[config.mk]
export PLATFORM = sky130hd
export DESIGN_NAME = memory_arbiter
export DESIGN_NICKNAME = d
export VERILOG_FILES = /design/src/rtl/cpu_types_pkg.sv /design/src/rtl/memory_arbiter.sv
export SDC_FILE = /design/constraint.sdc
export NUM_CORES = 1
export LEC_CHECK = 0
export ABC_CLOCK_PERIOD_IN_PS = 5200
export CORE_AREA = 4 4 102 104
export CTS_CLUSTER_DIAMETER = 80
export CTS_CLUSTER_SIZE = 12
export DETAILED_ROUTE_END_ITERATION = 10
export DIE_AREA = 0 0 106 108
export GPL_TIMING_DRIVEN = 0
export HOLD_SLACK_MARGIN = 0.03
export MAX_ROUTING_LAYER = met4
export PLACE_DENSITY = 0.71
export SYNTH_ARGS = -nofsm -noshare
export SYNTH_HDL_FRONTEND = slang
export SYNTH_SLANG_ARGS = --single-unit
[constraint.sdc]
create_clock -name CLK -period 5.2 [get_ports CLK]
set_clock_uncertainty 0.2 [all_clocks]
set_input_delay 0.52 -clock CLK [delete_from_list [all_inputs] [get_ports CLK]]
set_output_delay 0.52 -clock CLK [all_outputs]
set_load 0.005 [all_outputs]
[src/rtl/cpu_types_pkg.sv]
// Shared CPU memory-side types: word, RAM handshake state and arbiter state.
package cpu_types_pkg;

  typedef logic [31:0] word_t;

  typedef enum logic [1:0] {
    FREE   = 2'd0,
    BUSY   = 2'd1,
    ACCESS = 2'd2,
    ERROR  = 2'd3
  } ramstate_t;

  typedef enum logic [1:0] {
    IDLE   = 2'd0,
    IGRANT = 2'd1,
    DGRANT = 2'd2
  } arb_state_t;

  typedef enum logic {
    LAST_I = 1'b0,
    LAST_D = 1'b1
  } last_grant_t;

endpackage

[src/rtl/memory_arbiter.sv]
// Two-requester RAM arbiter (instruction / data) with grant watchdog.
// Define MEM_ARB_FAIR_EN to alternate sides on contention; otherwise data always wins.
//
// state  | meaning
// IDLE   | no grant; strobes low, both waits high
// IGRANT | RAM owned by instruction read
// DGRANT | RAM owned by data read or write
module memory_arbiter
  import cpu_types_pkg::*;
#(
  parameter int unsigned TIMEOUT_CYC = 64
) (
  input  logic      CLK,
  input  logic      nRST,
  input  logic      iREN,
  input  word_t     iaddr,
  output logic      iwait,
  output word_t     iload,
  input  logic      dREN,
  input  logic      dWEN,
  input  word_t     daddr,
  input  word_t     dstore,
  output logic      dwait,
  output word_t     dload,
  output logic      ramREN,
  output logic      ramWEN,
  output word_t     ramaddr,
  output word_t     ramstore,
  input  word_t     ramload,
  input  ramstate_t ramstate,
  output logic      memerr
);

  localparam int unsigned    WD_W    = $clog2(TIMEOUT_CYC) + 1;
  localparam logic [WD_W-1:0] WD_LAST = WD_W'(TIMEOUT_CYC - 1);

  arb_state_t      state_q, state_d;
  logic [WD_W-1:0] wd_q, wd_d;
  logic            d_req;
  logic            pick_d;
  logic            own_req;
  logic            granted;

  assign d_req = dREN | dWEN;

`ifdef MEM_ARB_FAIR_EN
  last_grant_t last_grant_q;

  always_ff @(posedge CLK or negedge nRST) begin
    if (!nRST) begin
      last_grant_q <= LAST_I;
    end else if (!dwait) begin
      last_grant_q <= LAST_D;
    end else if (!iwait) begin
      last_grant_q <= LAST_I;
    end
  end

  assign pick_d = d_req && (!iREN || (last_grant_q == LAST_I));
`else
  assign pick_d = d_req;
`endif

  always_ff @(posedge CLK or negedge nRST) begin
    if (!nRST) begin
      state_q <= IDLE;
      wd_q    <= '0;
    end else begin
      state_q <= state_d;
      wd_q    <= wd_d;
    end
  end

  assign granted = (state_q == IGRANT) || (state_q == DGRANT);
  assign own_req = (state_q == DGRANT) ? d_req : iREN;

  always_comb begin
    state_d  = state_q;
    wd_d     = wd_q;
    iwait    = 1'b1;
    dwait    = 1'b1;
    iload    = '0;
    dload    = '0;
    ramREN   = 1'b0;
    ramWEN   = 1'b0;
    ramaddr  = '0;
    ramstore = '0;
    memerr   = 1'b0;

    case (state_q)
      IDLE: begin
        wd_d = '0;
        if (pick_d) begin
          state_d = DGRANT;
        end else if (iREN) begin
          state_d = IGRANT;
        end
      end
      IGRANT: begin
        if (iREN) begin
          ramREN  = 1'b1;
          ramaddr = iaddr;
        end
      end
      DGRANT: begin
        if (d_req) begin
          ramaddr  = daddr;
          ramstore = dstore;
          ramWEN   = dWEN;
          ramREN   = ~dWEN;
        end
      end
      default: state_d = IDLE;
    endcase

    // A dropped request abandons the grant quietly; otherwise resolve the RAM handshake.
    if (granted) begin
      if (!own_req) begin
        state_d = IDLE;
      end else begin
        case (ramstate)
          ACCESS: begin
            state_d = IDLE;
            if (state_q == IGRANT) begin
              iwait = 1'b0;
              iload = ramload;
            end else begin
              dwait = 1'b0;
              dload = ramload;
            end
          end
          ERROR: begin
            memerr  = 1'b1;
            state_d = IDLE;
          end
          default: begin
            if (wd_q == WD_LAST) begin
              memerr  = 1'b1;
              state_d = IDLE;
            end else begin
              wd_d = wd_q + 1'b1;
            end
          end
        endcase
      end
    end
  end

endmodule

==> results summary <==
The count of flip-flops with a built-in enable after synthesis is 0. The average instance in the mapped netlist occupies 7.105 sq um. The count of warnings emitted by yosys is 0.

The completed layout was analyzed and its total power is 1.061 mW. The largest fanout on the critical path came out at 10. The DRC violations left came out at 0. The minimum setup slack after placement came out at 1.389 ns. The HPWL reported at the end of detailed placement came out at 9306 um. The routed length on met1 came out at 3891 um. The area of the placeable core is 9549 sq um. The minimum clock period after layout is 3.843 ns. The final total negative setup slack is 0 ns. The maximum number of pins on one net before global-route repair came out at 11.

The launch point of the worst hold path is wd_q[6]$_DFF_PN0_. The count of TritonRoute iterations in the first routing pass came out at 4. The amount of wire on met2 after detailed routing came out at 5470 um.

The primary flip-flop cell chosen by synthesis mapping is sky130_fd_sc_hd__dfrtp_1. The reg-to-reg setup timing slack came out at 2.80 ns. The basic-gate share of the synthesized area counting and, or, nand and nor cells is 0.5512. The mux cell area share after synthesis came out at 0.02577.

The worst setup path is captured at an output port. The flip-flop and latch count after synthesis came out at 9. The met3 wirelength from detailed routing came out at 923 um.

In this run the horizontal extent of the chip is 106 um. Once detail routing completed, the nets flagged for antenna violations numbered 0. When the netlist entered floorplanning its net count stood at 385.

The share of the synthesized area in the top cell type came out at 0.3579. The number of diodes is 0. The I/O pin count is 268. The worst slack on hold paths is 0.3159 ns.

The complex-gate fraction of the synthesized area is 0.1847. Routability-driven placement finished with a final weighted congestion of 0.8419. The total congestion overflow after global routing came out at 0. The delay of the slowest critical-path stage is 0.55 ns. The biggest area contributor in the post-synthesis netlist is sky130_fd_sc_hd__and2_1.

The worst hold path stage count is 1. Setup repair after global routing left no endpoint under its margin. The number of antenna violations at the first check in global routing is 0. Among all stages on the critical path, the largest delay is contributed by sky130_fd_sc_hd__nor4_2.

In the finished design, the share of the clock period the worst path needs comes to 0.7390. The share of post-route cells with drive strength above 1 came out at 0.02128. The worst register-to-register path ends at wd_q[1]$_DFF_PN0_. The number of inserted filler cells in the final layout came out at 959. The run finished with clean final reports. The tightest min-delay check is of the flop to flop type. The worst setup path is launched from a flop. For this run, the post-layout net count is 657.

The effective utilization at floorplan came out at 0.1830. The transition time at the pin with the least slew margin is 0.6922 ns. For the worst flop-to-flop path, the logic depth is 7. The smallest setup slack after layout is 1.357 ns. The cell leakage power is 1.713 nW. The fraction of registers with async set or reset after synthesis is 1.000. The worst path arrival time is 3.12 ns. The total routing resource utilization after global routing came out at 0.1661. The number of endpoints failing setup at the final stage is 0. The maximum clock rate is 0.2602 GHz. In this run, distinct cell masters in the synthesized netlist total 35. The floorplan step defined a die boundary enclosing 11450 sq um. The floorplan row count came out at 36. The count of cells resized by post-cts repair came out at 0. The final count of hold timing violations is 0. In this run the top signal layer used is met4. The depth of the CTS H-tree is 1.

The xor and xnor area share after synthesis came out at 0.02004. At the worst endpoint, the required time is 4.48 ns. The number of vias in the routed layout is 2767. The sum of routed wire length over all layers is 10450 um. The most common cell in the synthesized netlist is sky130_fd_sc_hd__and2_1. Clock-pin slew was measured on the worst setup and hold paths at 0.05 ns. The signal on the critical path passes through inv_1, ha_1, o21ai_1, a21o_1, nor4_2, clkbuf_1, and2_1, clkdlybuf4s50_1. The number of buffers created by CTS is 3. The number of buffers added to fix hold violations after cts came out at 0.

The wire length per cell is 16.08 um. The worst pin sits at a relative slew slack of 0.5347. The number of global-route vias before repair came out at 2880.

The count of final max-slew check failures came out at 0. The die extent in y came out at 108 um. The critical path start-end classification is flop to output port. In this run the critical register-to-register path is launched from state_q[0]$_DFF_PN0_.

The clock tree buffer depth came out at 2. The synthesis-to-finish area growth came out at 165.0%. In the synthesized netlist, the cells that appear most often are sky130_fd_sc_hd__and2_1 (100), sky130_fd_sc_hd__nor2b_1 (34), sky130_fd_sc_hd__a22oi_1 (32). The number of DRC markers in iteration 0 came out at 99. The clock root buffer is sky130_fd_sc_hd__clkbuf_8. The clock reaches the later pin of the worst-skew pair after 0.24 ns. After synthesis, the cell types taking the most area are sky130_fd_sc_hd__and2_1 (36%), sky130_fd_sc_hd__a22oi_1 (14%), sky130_fd_sc_hd__dfrtp_1 (13%), sky130_fd_sc_hd__nor2b_1 (12%), sky130_fd_sc_hd__clkbuf_1 (3.4%). The worst-case IR drop observed on VDD is 0.1190 mV.

TritonCTS built the clock tree. The synthesized netlist cell count is 246. Of the total synthesized cell area, the portion taken by full adders, half adders and majority gates is 0.02863. The share of the Yosys chip area taken by registers is 0.1288. In this run the power density over the cells is 229.1 nW/um^2. The worst hold path terminates at wd_q[6]$_DFF_PN0_. The sink count of the clock tree came out at 9.

The wire length of the first global-routing pass came out at 14770 um. During placement, the flow inserted port buffers numbering 267. The post-synthesis cell area is 1748 sq um. The combinational family with the most area after synthesis is simple AND/OR/NAND/NOR gates.

The number of setup buffers added after CTS is 0. The total of max-cap violations is 0. In the routed layout, each cell is associated on average with a via count of 4.257.
==> sequential cells by signal, indices dropped and copies added, names as in the netlist <==
name	flops
wd_q	7
state_q	2
==> power breakdown <==
group	switching (mW)	total [mW]	leakage, nW	internal, mW
Sequential	0.0110	0.0938	0.123	0.0827
Clock	0.0298	0.0835	0.0228	0.0536
Combinational	0.361	0.884	1.57	0.523
==> placed cells by master, fill, tap and decap left out, types with 2 or more instances in the layout <==
| master | count |
|---|---|
| sky130_fd_sc_hd__a22oi_1 | 32 |
| sky130_fd_sc_hd__a31o_1 | 2 |
| sky130_fd_sc_hd__and2_1 | 100 |
| sky130_fd_sc_hd__buf_2 | 4 |
| sky130_fd_sc_hd__clkbuf_1 | 17 |
| sky130_fd_sc_hd__clkbuf_8 | 3 |
| sky130_fd_sc_hd__clkdlybuf4s50_1 | 267 |
| sky130_fd_sc_hd__dfrtp_1 | 9 |
| sky130_fd_sc_hd__ha_1 | 4 |
| sky130_fd_sc_hd__inv_1 | 5 |
| sky130_fd_sc_hd__mux2i_1 | 3 |
| sky130_fd_sc_hd__nand2_1 | 4 |
| sky130_fd_sc_hd__nand3_1 | 3 |
| sky130_fd_sc_hd__nor2_1 | 4 |
| sky130_fd_sc_hd__nor2b_1 | 34 |
| sky130_fd_sc_hd__nor4_1 | 2 |
| sky130_fd_sc_hd__o21ai_0 | 2 |
| sky130_fd_sc_hd__xnor2_1 | 2 |
| sky130_fd_sc_hd__xor2_1 | 2 |
==> cell type report <==
class	count	area (sq um)	share of cell area
repair buffers	267	2673	0.5770
multi-input cells	210	1416	0.3058
flip-flops and latches	9	225.2	0.04862
well taps	133	166.4	0.03593
plain buffers	21	83.83	0.01810
clock buffers	4	45.04	0.009724
inverters	6	22.52	0.004862
==> worst max-delay path, delay by kind of cell, from the launching register on <==
family	cells	cell delay [ns]
AOI/OAI and AO/OA	2	0.36
adders and majority gates	1	0.42
buffers and inverters	3	1.00
DFF	1	0.36
and+or+nand+nor	2	0.73
==> cells by family (layout without fill, tap and decap cells) <==
family                     count (synthesis)  in the layout
and+or+nand+nor                          155            155
muxes                                      4              4
xor gates and xnor gates                   4              4
DFF                                        9              9
buffers and inverters                     27            298
adders and majority gates                  4              4
AOI/OAI and AO/OA                         43             43
==> worst max-delay path by stage <==
| stage | from | to | slack (ns) | cells after the start |
|---|---|---|---|---|
| after floorplan | state_q[0]$_DFF_PN0_ | iload[22] | 2.71 | 7 |
| after global placement | dREN | dload[16] | 1.45 | 7 |
| after detailed placement | iREN | dload[16] | 1.39 | 7 |
| after CTS | state_q[0]$_DFF_PN0_ | dload[16] | 1.29 | 8 |
| after global routing | state_q[0]$_DFF_PN0_ | dload[16] | 1.15 | 8 |
| final | state_q[0]$_DFF_PN0_ | dload[16] | 1.36 | 8 |
==> layer usage <==
metal / global-route usage / vias to the layer above
li1: - / 1366
met1: 0.1692 / 1228
met2: 0.3219 / 159
met3: 0.04060 / 14
met4: 0.03608 / 0
met5: - / -
==> per-stage QoR <==
| step | util | cells | cell area [sq um] |
|---|---|---|---|
| 6_report | 0.4851 | 650 | 4632 |
| 5_1_grt | 0.4851 | 650 | 4632 |
| 4_1_cts | 0.4851 | 650 | 4632 |
| 3_5_place_dp | 0.4803 | 646 | 4587 |
| 3_3_place_gp | 0.4803 | 646 | 4587 |
| 2_1_floorplan | - | 246 | 1748 |
Power figures use the tool's default switching activity.
